[src/rtl/usb_epbuf_arbiter.sv]
// usb_epbuf_arbiter: shares one single-port endpoint buffer RAM between the USB SIE
// (fixed priority) and the CPU bridge. A starvation guard forces a CPU slot after
// STARVE_MAX consecutive contended SIE grants. A SIE packet lock excludes the CPU
// for a whole packet.
// Optional build macro USBDEV_ARB_CONFLICT_CNT_EN adds a saturating conflict counter
// (ports conflict_cnt / conflict_clr).
module usb_epbuf_arbiter #(
  parameter int unsigned ADDR_W     = 6,
  parameter int unsigned DATA_W     = 8,
  parameter int unsigned STARVE_MAX = 4
) (
  input  logic              clk,
  input  logic              rst,
`ifdef USBDEV_ARB_CONFLICT_CNT_EN
  output logic [7:0]        conflict_cnt,
  input  logic              conflict_clr,
`endif
  input  logic              sie_req,
  input  logic              sie_we,
  input  logic [ADDR_W-1:0] sie_addr,
  input  logic [DATA_W-1:0] sie_wdata,
  input  logic              sie_lock,
  output logic              sie_gnt,
  output logic              sie_rvalid,
  output logic [DATA_W-1:0] sie_rdata,
  input  logic              cpu_req,
  input  logic              cpu_we,
  input  logic [ADDR_W-1:0] cpu_addr,
  input  logic [DATA_W-1:0] cpu_wdata,
  output logic              cpu_gnt,
  output logic              cpu_rvalid,
  output logic [DATA_W-1:0] cpu_rdata,
  output logic              mem_en,
  output logic              mem_we,
  output logic [ADDR_W-1:0] mem_addr,
  output logic [DATA_W-1:0] mem_wdata,
  input  logic [DATA_W-1:0] mem_rdata,
  output logic              locked
);

  localparam logic [3:0] StarveMax = 4'(STARVE_MAX);

  typedef enum logic [0:0] {StOpen, StLocked} state_e;

  state_e            state_q, state_d;
  logic [3:0]        starve_q, starve_d;
  logic              sie_rvalid_q, sie_rvalid_d;
  logic              cpu_rvalid_q, cpu_rvalid_d;
  logic [DATA_W-1:0] sie_hold_q, sie_hold_d;
  logic [DATA_W-1:0] cpu_hold_q, cpu_hold_d;
  logic              contended;

  assign contended = sie_req & cpu_req;

  // State, starvation counter and read-return registers
  always_ff @(posedge clk or posedge rst) begin
    if (rst) begin
      state_q      <= StOpen;
      starve_q     <= 4'd0;
      sie_rvalid_q <= 1'b0;
      cpu_rvalid_q <= 1'b0;
      sie_hold_q   <= '0;
      cpu_hold_q   <= '0;
    end else begin
      state_q      <= state_d;
      starve_q     <= starve_d;
      sie_rvalid_q <= sie_rvalid_d;
      cpu_rvalid_q <= cpu_rvalid_d;
      sie_hold_q   <= sie_hold_d;
      cpu_hold_q   <= cpu_hold_d;
    end
  end

  // Next-state: packet lock opens/closes on the SIE lock request
  always_comb begin
    state_d = state_q;
    unique case (state_q)
      StOpen:   if (sie_lock)  state_d = StLocked;
      StLocked: if (!sie_lock) state_d = StOpen;
      default:  state_d = StOpen;
    endcase
  end

  // Grants, RAM mux and starvation bookkeeping; grants are forced low while in reset
  always_comb begin
    sie_gnt   = 1'b0;
    cpu_gnt   = 1'b0;
    if (!rst) begin
      if (state_q == StLocked) begin
        sie_gnt = sie_req;
      end else if (contended) begin
        if (starve_q >= StarveMax) cpu_gnt = 1'b1;
        else                       sie_gnt = 1'b1;
      end else begin
        sie_gnt = sie_req;
        cpu_gnt = cpu_req;
      end
    end

    // Only a contended cycle lost by the CPU in OPEN advances the guard
    if (state_q == StOpen && contended && !cpu_gnt) starve_d = starve_q + 4'd1;
    else                                            starve_d = 4'd0;

    mem_en    = sie_gnt | cpu_gnt;
    mem_we    = 1'b0;
    mem_addr  = '0;
    mem_wdata = '0;
    if (sie_gnt) begin
      mem_we    = sie_we;
      mem_addr  = sie_addr;
      mem_wdata = sie_wdata;
    end else if (cpu_gnt) begin
      mem_we    = cpu_we;
      mem_addr  = cpu_addr;
      mem_wdata = cpu_wdata;
    end

    sie_rvalid_d = sie_gnt & ~sie_we;
    cpu_rvalid_d = cpu_gnt & ~cpu_we;
    sie_hold_d   = sie_rvalid_q ? mem_rdata : sie_hold_q;
    cpu_hold_d   = cpu_rvalid_q ? mem_rdata : cpu_hold_q;
  end

  // Read return: RAM data passes straight through in the valid cycle, then is held
  always_comb begin
    sie_rvalid = sie_rvalid_q;
    cpu_rvalid = cpu_rvalid_q;
    sie_rdata  = sie_rvalid_q ? mem_rdata : sie_hold_q;
    cpu_rdata  = cpu_rvalid_q ? mem_rdata : cpu_hold_q;
    locked     = (state_q == StLocked);
  end

`ifdef USBDEV_ARB_CONFLICT_CNT_EN
  logic [7:0] conflict_q, conflict_d;

  // Saturating count of cycles where the CPU was kept waiting; clear wins
  always_comb begin
    conflict_d = conflict_q;
    if (conflict_clr)                                 conflict_d = 8'd0;
    else if (contended && !cpu_gnt && conflict_q != 8'hff) conflict_d = conflict_q + 8'd1;
  end

  // Conflict counter register
  always_ff @(posedge clk or posedge rst) begin
    if (rst) conflict_q <= 8'd0;
    else     conflict_q <= conflict_d;
  end

  assign conflict_cnt = conflict_q;
`endif

endmodule

[config.mk]
export PLATFORM = sky130hd
export DESIGN_NAME = usb_epbuf_arbiter
export DESIGN_NICKNAME = d
export VERILOG_FILES = /design/src/rtl/usb_epbuf_arbiter.sv
export SDC_FILE = /design/constraint.sdc
export NUM_CORES = 1
export LEC_CHECK = 0
export CAP_MARGIN = 40
export CORE_UTILIZATION = 33
export CTS_CLUSTER_DIAMETER = 200
export DETAILED_ROUTE_END_ITERATION = 12
export PLACE_DENSITY_LB_ADDON = 0.15
export SKIP_CTS_REPAIR_TIMING = 1
export SLEW_MARGIN = 5
export SYNTH_ARGS = -nofsm -noshare
export SYNTH_HDL_FRONTEND = slang
export SYNTH_SLANG_ARGS = --single-unit
[constraint.sdc]
create_clock -name clk -period 1.7 [get_ports clk]
set_input_delay 0.17 -clock clk [delete_from_list [all_inputs] [get_ports clk]]
set_output_delay 0.17 -clock clk [all_outputs]
set_load 0.05 [all_outputs]
==> impl_metrics.csv, run 1 <==
group,metric,value,unit
sta,fin_crit,1.925,ns
finish,utilization,0.7569,
global_route,grt_usage,0.1989,
worst_setup_path,path_class,"reg2out",
die,io_pins,80,
power_and_ir_drop,irDropWorstVdd,0.5818,mV
clock_tree,cts.reportedPaths.clkPinSlew,0.11,ns
finish,final_common_cell,"clkdlybuf4s50_1",
finish,drive_gt1_frac,0.5269,
route,first_pass_iters,4,
route,antenna_left,0,
die,rows,20,
worst_hold_path,hold_path.class,"in2reg",
clock_tree,cts_tree,"yes",
global_route,grt_max_degree,24,
finish,diodes,0,
synth,synth.yosys.seq_area_share,0.5361,
power_and_ir_drop,cellPowerDensity,795.0,nW/um^2
global_route,grt_pass1_wl,4954,microns
worst_setup_path,cpMostUsedCell,"buf_12",
sta,grt_setup_unrepaired,"yes",
sta,worstMarginPinSlew,0.5085,ns
sta,relSlewSlack,0.6604,
worst_setup_path,worstPathMaxFanout,6,
clock_tree,clock_sinks,23,
global_route,antenna_found_initial,0,
clock_tree,htreeDepth,1,
worst_setup_path,cp.required,1.53,ns
sta,drv_slew,0,
sta,setup_viol,18,
global_route,overflow,0,
die,die-height,59.04,microns
synth,ys_types,22,
synth,synth.ff_latch_count,23,
route,drc,0,
finish,area_growth,117.0,%
worst_setup_path,path_cells,"nand2b_4 > buf_12 > nor3_4 > buf_6 > a22o_1 > buf_12",
clock_tree,numCtsBuffers,3,
power_and_ir_drop,pwr-share-clk,0.133,
finish,final_cell_mix,"42 x clkdlybuf4s50_1, 22 x buf_12, 19 x dfrtp_1, 19 x buf_4, 16 x mux2_2",
power_and_ir_drop,switching_share,0.3943,
worst_setup_path,startpoint_type,"register",
route,wl_per_cell,16.50,microns
clock_tree,clk_path_buf_depth,2,
die,dieArea,3485,sq um
synth,syn_area,1074,sq um
place,gp_congestion,0.6738,
finish,nets,212,
power_and_ir_drop,power_switching,0.7304,mW
worst_setup_path,cp.arrival,1.76,ns
synth,syn_avg_cell_area,13.59,sq um
die,die-width,59.04,microns
route,drt_iter0_drc,18,
power_and_ir_drop,p_comb_frac,0.514,
place,numPortBuffers,79,
sta,timing.fmax,519.5,MHz
sta,hold_viol_final,0,
worst_setup_path,critical-path-max-stage-delay,0.43,ns
sta,skew,0.004156,ns
power_and_ir_drop,p_leak,1.039,nW
route,via_count,1006,
sta,post-route-period-util,1.132,
synth,syn-num-nets,123,
worst_setup_path,cp-end-kind,"primary output",
status,violations,"setup timing",
worst_setup_path,slowest_stage,"dfrtp_2",
finish,fillers,219,
clock_tree,clk_latency,0.31,ns
global_route,grt_pass1_vias,1067,
die,initial_core_util,0.3488,
clock_tree,cts_root_buffer,"clkbuf_4",
route,wl,3482,microns
synth,syn_inst,79,
route,routed_via_density,4.768,
place,dp_hpwl,2737,microns
status,outcome,"complete, but fails checks",
power_and_ir_drop,seq_power_share,0.353,
power_and_ir_drop,p_int,1.122,mW
die,core,3078,sq um
synth,yosys_warnings,0,
flow_run,max-cap-violations,0,
sta,tns,-3.265,ns
sta,fin_ws,-0.2251,ns
[synth_stat cells]
| library cell | instances | area share |
|---|---|---|
| buf_8 | 1 | 0.014 |
| o2111ai_1 | 1 | 0.0082 |
| nand3_1 | 1 | 0.0047 |
| mux2_2 | 16 | 0.17 |
| xor2_1 | 1 | 0.0082 |
| nor3b_2 | 1 | 0.012 |
| xnor2_1 | 1 | 0.0082 |
| ha_1 | 1 | 0.012 |
| clkbuf_1 | 2 | 0.0070 |
| inv_1 | 3 | 0.010 |
| nor4_1 | 1 | 0.0058 |
| buf_2 | 1 | 0.0047 |
| nor2_2 | 1 | 0.0058 |
| nor3_4 | 1 | 0.015 |
| nor2_1 | 4 | 0.014 |
| nand2b_4 | 1 | 0.013 |
| or2_1 | 1 | 0.0058 |
| dfrtp_1 | 23 | 0.54 |
| buf_6 | 1 | 0.010 |
| nor2b_1 | 1 | 0.0058 |
| a22o_1 | 15 | 0.12 |
| o211a_1 | 1 | 0.0093 |
[routing by layer]
layer	part of all wire	track usage
met1	0.31	0.1872
met2	0.63	0.4188
met3	0.047	0.05022
met4	0.011	0.04082
met5	0	0
[sequential cells by signal (all words and copies together), names as in the netlist]
name	cells
starve_q	4
sie_rvalid	1
sie_hold_q	8
cpu_hold_q	8
locked	1
cpu_rvalid	1
[final cells by class]
| cell class | count | area (sq um) | area share |
|---|---|---|---|
| inverters | 3 | 11.26 | 0.004834 |
| repair buffers | 89 | 1086 | 0.4662 |
| flip-flops and latches | 23 | 580.6 | 0.2492 |
| clock inverters | 1 | 5.005 | 0.002148 |
| clock buffers | 3 | 22.52 | 0.009667 |
| multi-input cells | 48 | 569.3 | 0.2444 |
| well taps | 44 | 55.05 | 0.02363 |
[cell families after synthesis]
logic type,share of synthesized area
adders and majority gates,0.01165
AOI/OAI and AO/OA,0.1399
buffers and inverters,0.04661
muxes,0.1678
DFF,0.5361
and+or+nand+nor,0.08159
xor gates and xnor gates,0.01632
[critical path, delay by kind of cell, from the launching register on]
kind / cells / cell delay, ns
flops: 1 / 0.43
compound gates: 1 / 0.19
buf+inv: 3 / 0.44
simple gates: 2 / 0.39
[power by group through the flow]
stage | Clock [mW] | Sequential [mW] | Combinational (mW)
floorplan | 0 | 0.664 | 0.554
global placement | 0 | 0.662 | 0.919
detailed placement | 0 | 0.667 | 0.934
CTS | 0.254 | 0.655 | 0.936
global route | 0.280 | 0.660 | 0.992
finish | 0.246 | 0.654 | 0.952
[through the flow]
stage               area (sq um)  power (mW)  setup WS (ns)  std cells  hold WS (ns)
floorplan                   1156       1.217       0.005296         79        0.1803
global placement            2198       1.581       -0.08148        204        0.4452
detailed placement          2198       1.600        -0.1234        204        0.4600
CTS                         2226       1.845        -0.2464        208        0.2804
global route                2330       1.932        -0.2838        211        0.2779
finish                      2330       1.852        -0.2251        211        0.2922
[path summary, 6_finish.rpt]
path / depth (start not counted) / slack (ns) / start / to
max: 6 / -0.23 / locked / mem_addr[2]
min in group asynchronous: 3 / 0.32 / rst / cpu_hold_q[4]
max in group asynchronous: 3 / 1.13 / rst / cpu_rvalid
max reg2reg: 4 / 0.45 / locked / sie_rvalid
min reg2reg: 1 / 0.48 / starve_q[0] / starve_q[0]
min: 1 / 0.29 / sie_lock / locked
Power figures use the tool's default switching activity.
==> inputs of run 2 (changes only) <==
- CORE_ASPECT_RATIO: unset -> 2
==> run 2 against run 1 <==
Compared with the run above:
- the flow still finishes with violations (setup timing)
- power grew 4.9%
- combinational power up 0.4%
- sequential power up 0.6%
- cell area rose by 0.86%
- sequential cell count is the same
- global-route usage fell by 2.0 points
- critical path depth did not move
- wire length fell by 0.29%
- worst setup slack got worse by 0.047 ns
==> impl_metrics.csv, run 2 (same netlist as run 1, synthesis figures left out) <==
group,metric,value,unit
status,outcome,"complete, but fails checks",
status,violations,"setup timing",
sta,drv_slew,0,
worst_setup_path,cp.required,1.53,ns
place,gp_congestion,0.7888,
finish,area_growth,118.9,%
power_and_ir_drop,irDropWorstVdd,0.4219,mV
finish,fillers,210,
finish,drive_gt1_frac,0.5291,
clock_tree,cts_root_buffer,"clkbuf_8",
place,numPortBuffers,79,
place,dp_hpwl,2780,microns
global_route,antenna_found_initial,0,
sta,holdWs,0.3381,ns
finish,diodes,0,
die,initial_core_util,0.3440,
global_route,grt_usage,0.1788,
worst_hold_path,hold_path.class,"in2reg",
sta,skew,0.001808,ns
route,wl_met1,999,microns
finish,final_cell_mix,"42 x clkdlybuf4s50_1, 28 x buf_4, 22 x buf_12, 21 x dfrtp_1, 16 x mux2_2",
worst_setup_path,cp-end-kind,"primary output",
place,placed_area,2160,sq um
worst_setup_path,path_cells,"nand2b_4 > buf_6 > o211a_4 > clkbuf_16 > a22o_4 > buf_12",
sta,post-route-period-util,1.160,
finish,reg_top3,"cpu_hold_q x8, sie_hold_q x8, starve_q x4",
sta,hold_viol_final,0,
worst_setup_path,cp.arrival,1.80,ns
route,wl,3472,microns
global_route,grt_pass1_wl,4623,microns
worst_setup_path,startpoint_type,"register",
sta,fin_ws,-0.2719,ns
clock_tree,numCtsBuffers,3,
worst_setup_path,path_class,"reg2out",
power_and_ir_drop,p_leak,1.061,nW
clock_tree,clock_sinks,23,
sta,setup_viol,17,
route,routed_via_density,5.064,
die,die-height,82.66,microns
route,met3_length,264,microns
flow_run,max-cap-violations,0,
worst_setup_path,critical-path-max-stage-delay,0.42,ns
clock_tree,clk_latency,0.26,ns
sta,relSlewSlack,0.7197,
worst_setup_path,cp_top_family,"compound AO/OA/AOI/OAI gates",
finish,nets,217,
route,drc,0,
sta,grt_setup_unrepaired,"yes",
clock_tree,cts.reportedPaths.clkPinSlew,0.08,ns
global_route,grt_max_degree,24,
sta,timing.fmax,507.1,MHz
route,wl_per_cell,17.10,microns
route,highest_layer,"met4",
route,antenna_left,0,
sta,worstMarginPinSlew,0.4204,ns
die,core,3120,sq um
clock_tree,cts_tree,"yes",
die,die-width,42.33,microns
sta,fin_crit,1.972,ns
global_route,overflow,0,
worst_setup_path,slowest_stage,"dfrtp_2",
die,rows,29,
die,dieArea,3499,sq um
route,drt_iter0_drc,15,
clock_tree,htreeDepth,1,
clock_tree,clk_path_buf_depth,2,
finish,fin_area,2350,sq um
route,first_pass_iters,4,
worst_setup_path,worstPathMaxFanout,8,
finish,final_common_cell,"clkdlybuf4s50_1",
die,io_pins,80,
power_and_ir_drop,cellPowerDensity,826.7,nW/um^2
global_route,grt_pass1_vias,1025,
worst_setup_path,worstPathBufferInverterCount,3,
route,wl_met2,2157,microns
route,via_count,1028,
==> run 2: final cells by class <==
class	instances	area [sq um]	area share
multi-input cells	48	569.3	0.2423
inverters	3	11.26	0.004792
clock buffers	4	45.04	0.01917
well taps	31	38.79	0.01651
flip-flops and latches	23	578.1	0.2460
repair buffers	94	1107	0.4712
==> run 2: routing by layer <==
metal	track usage	up-vias
met5	0	-
met4	0.04688	0
met3	0.05000	5
met2	0.3800	55
met1	0.1531	493
li1	-	475
==> run 2: worst paths after layout <==
check / cells past startpoint / slack (ns) / end / startpoint
max: 6 / -0.27 / mem_addr[0] / locked
min: 1 / 0.34 / locked / sie_lock
max reg2reg: 6 / 0.19 / sie_rvalid / locked
min reg2reg: 1 / 0.48 / starve_q[0] / starve_q[0]
max in group asynchronous: 4 / 0.93 / sie_rvalid / rst
min in group asynchronous: 4 / 0.53 / starve_q[2] / rst
==> run 2: per-stage QoR <==
stage / worst slack (ns) / total power, mW / std cells / utilization / TNS, ns
finish: -0.2719 / 1.943 / 203 / 0.7530 / -4.269
global route: -0.3087 / 2.021 / 203 / 0.7530 / -4.966
CTS: -0.4933 / 1.931 / 194 / 0.7065 / -6.856
detailed placement: -0.4394 / 1.604 / 190 / 0.6921 / -5.906
global placement: -0.3685 / 1.577 / 190 / 0.6921 / -5.246
floorplan: 0.005296 / 1.217 / 79 / - / 0
==> run 2: power by group <==
part           leakage, nW  internal (mW)  switching, mW
registers            0.285          0.630         0.0280
logic                0.753          0.406          0.550
clock network       0.0228          0.167          0.162
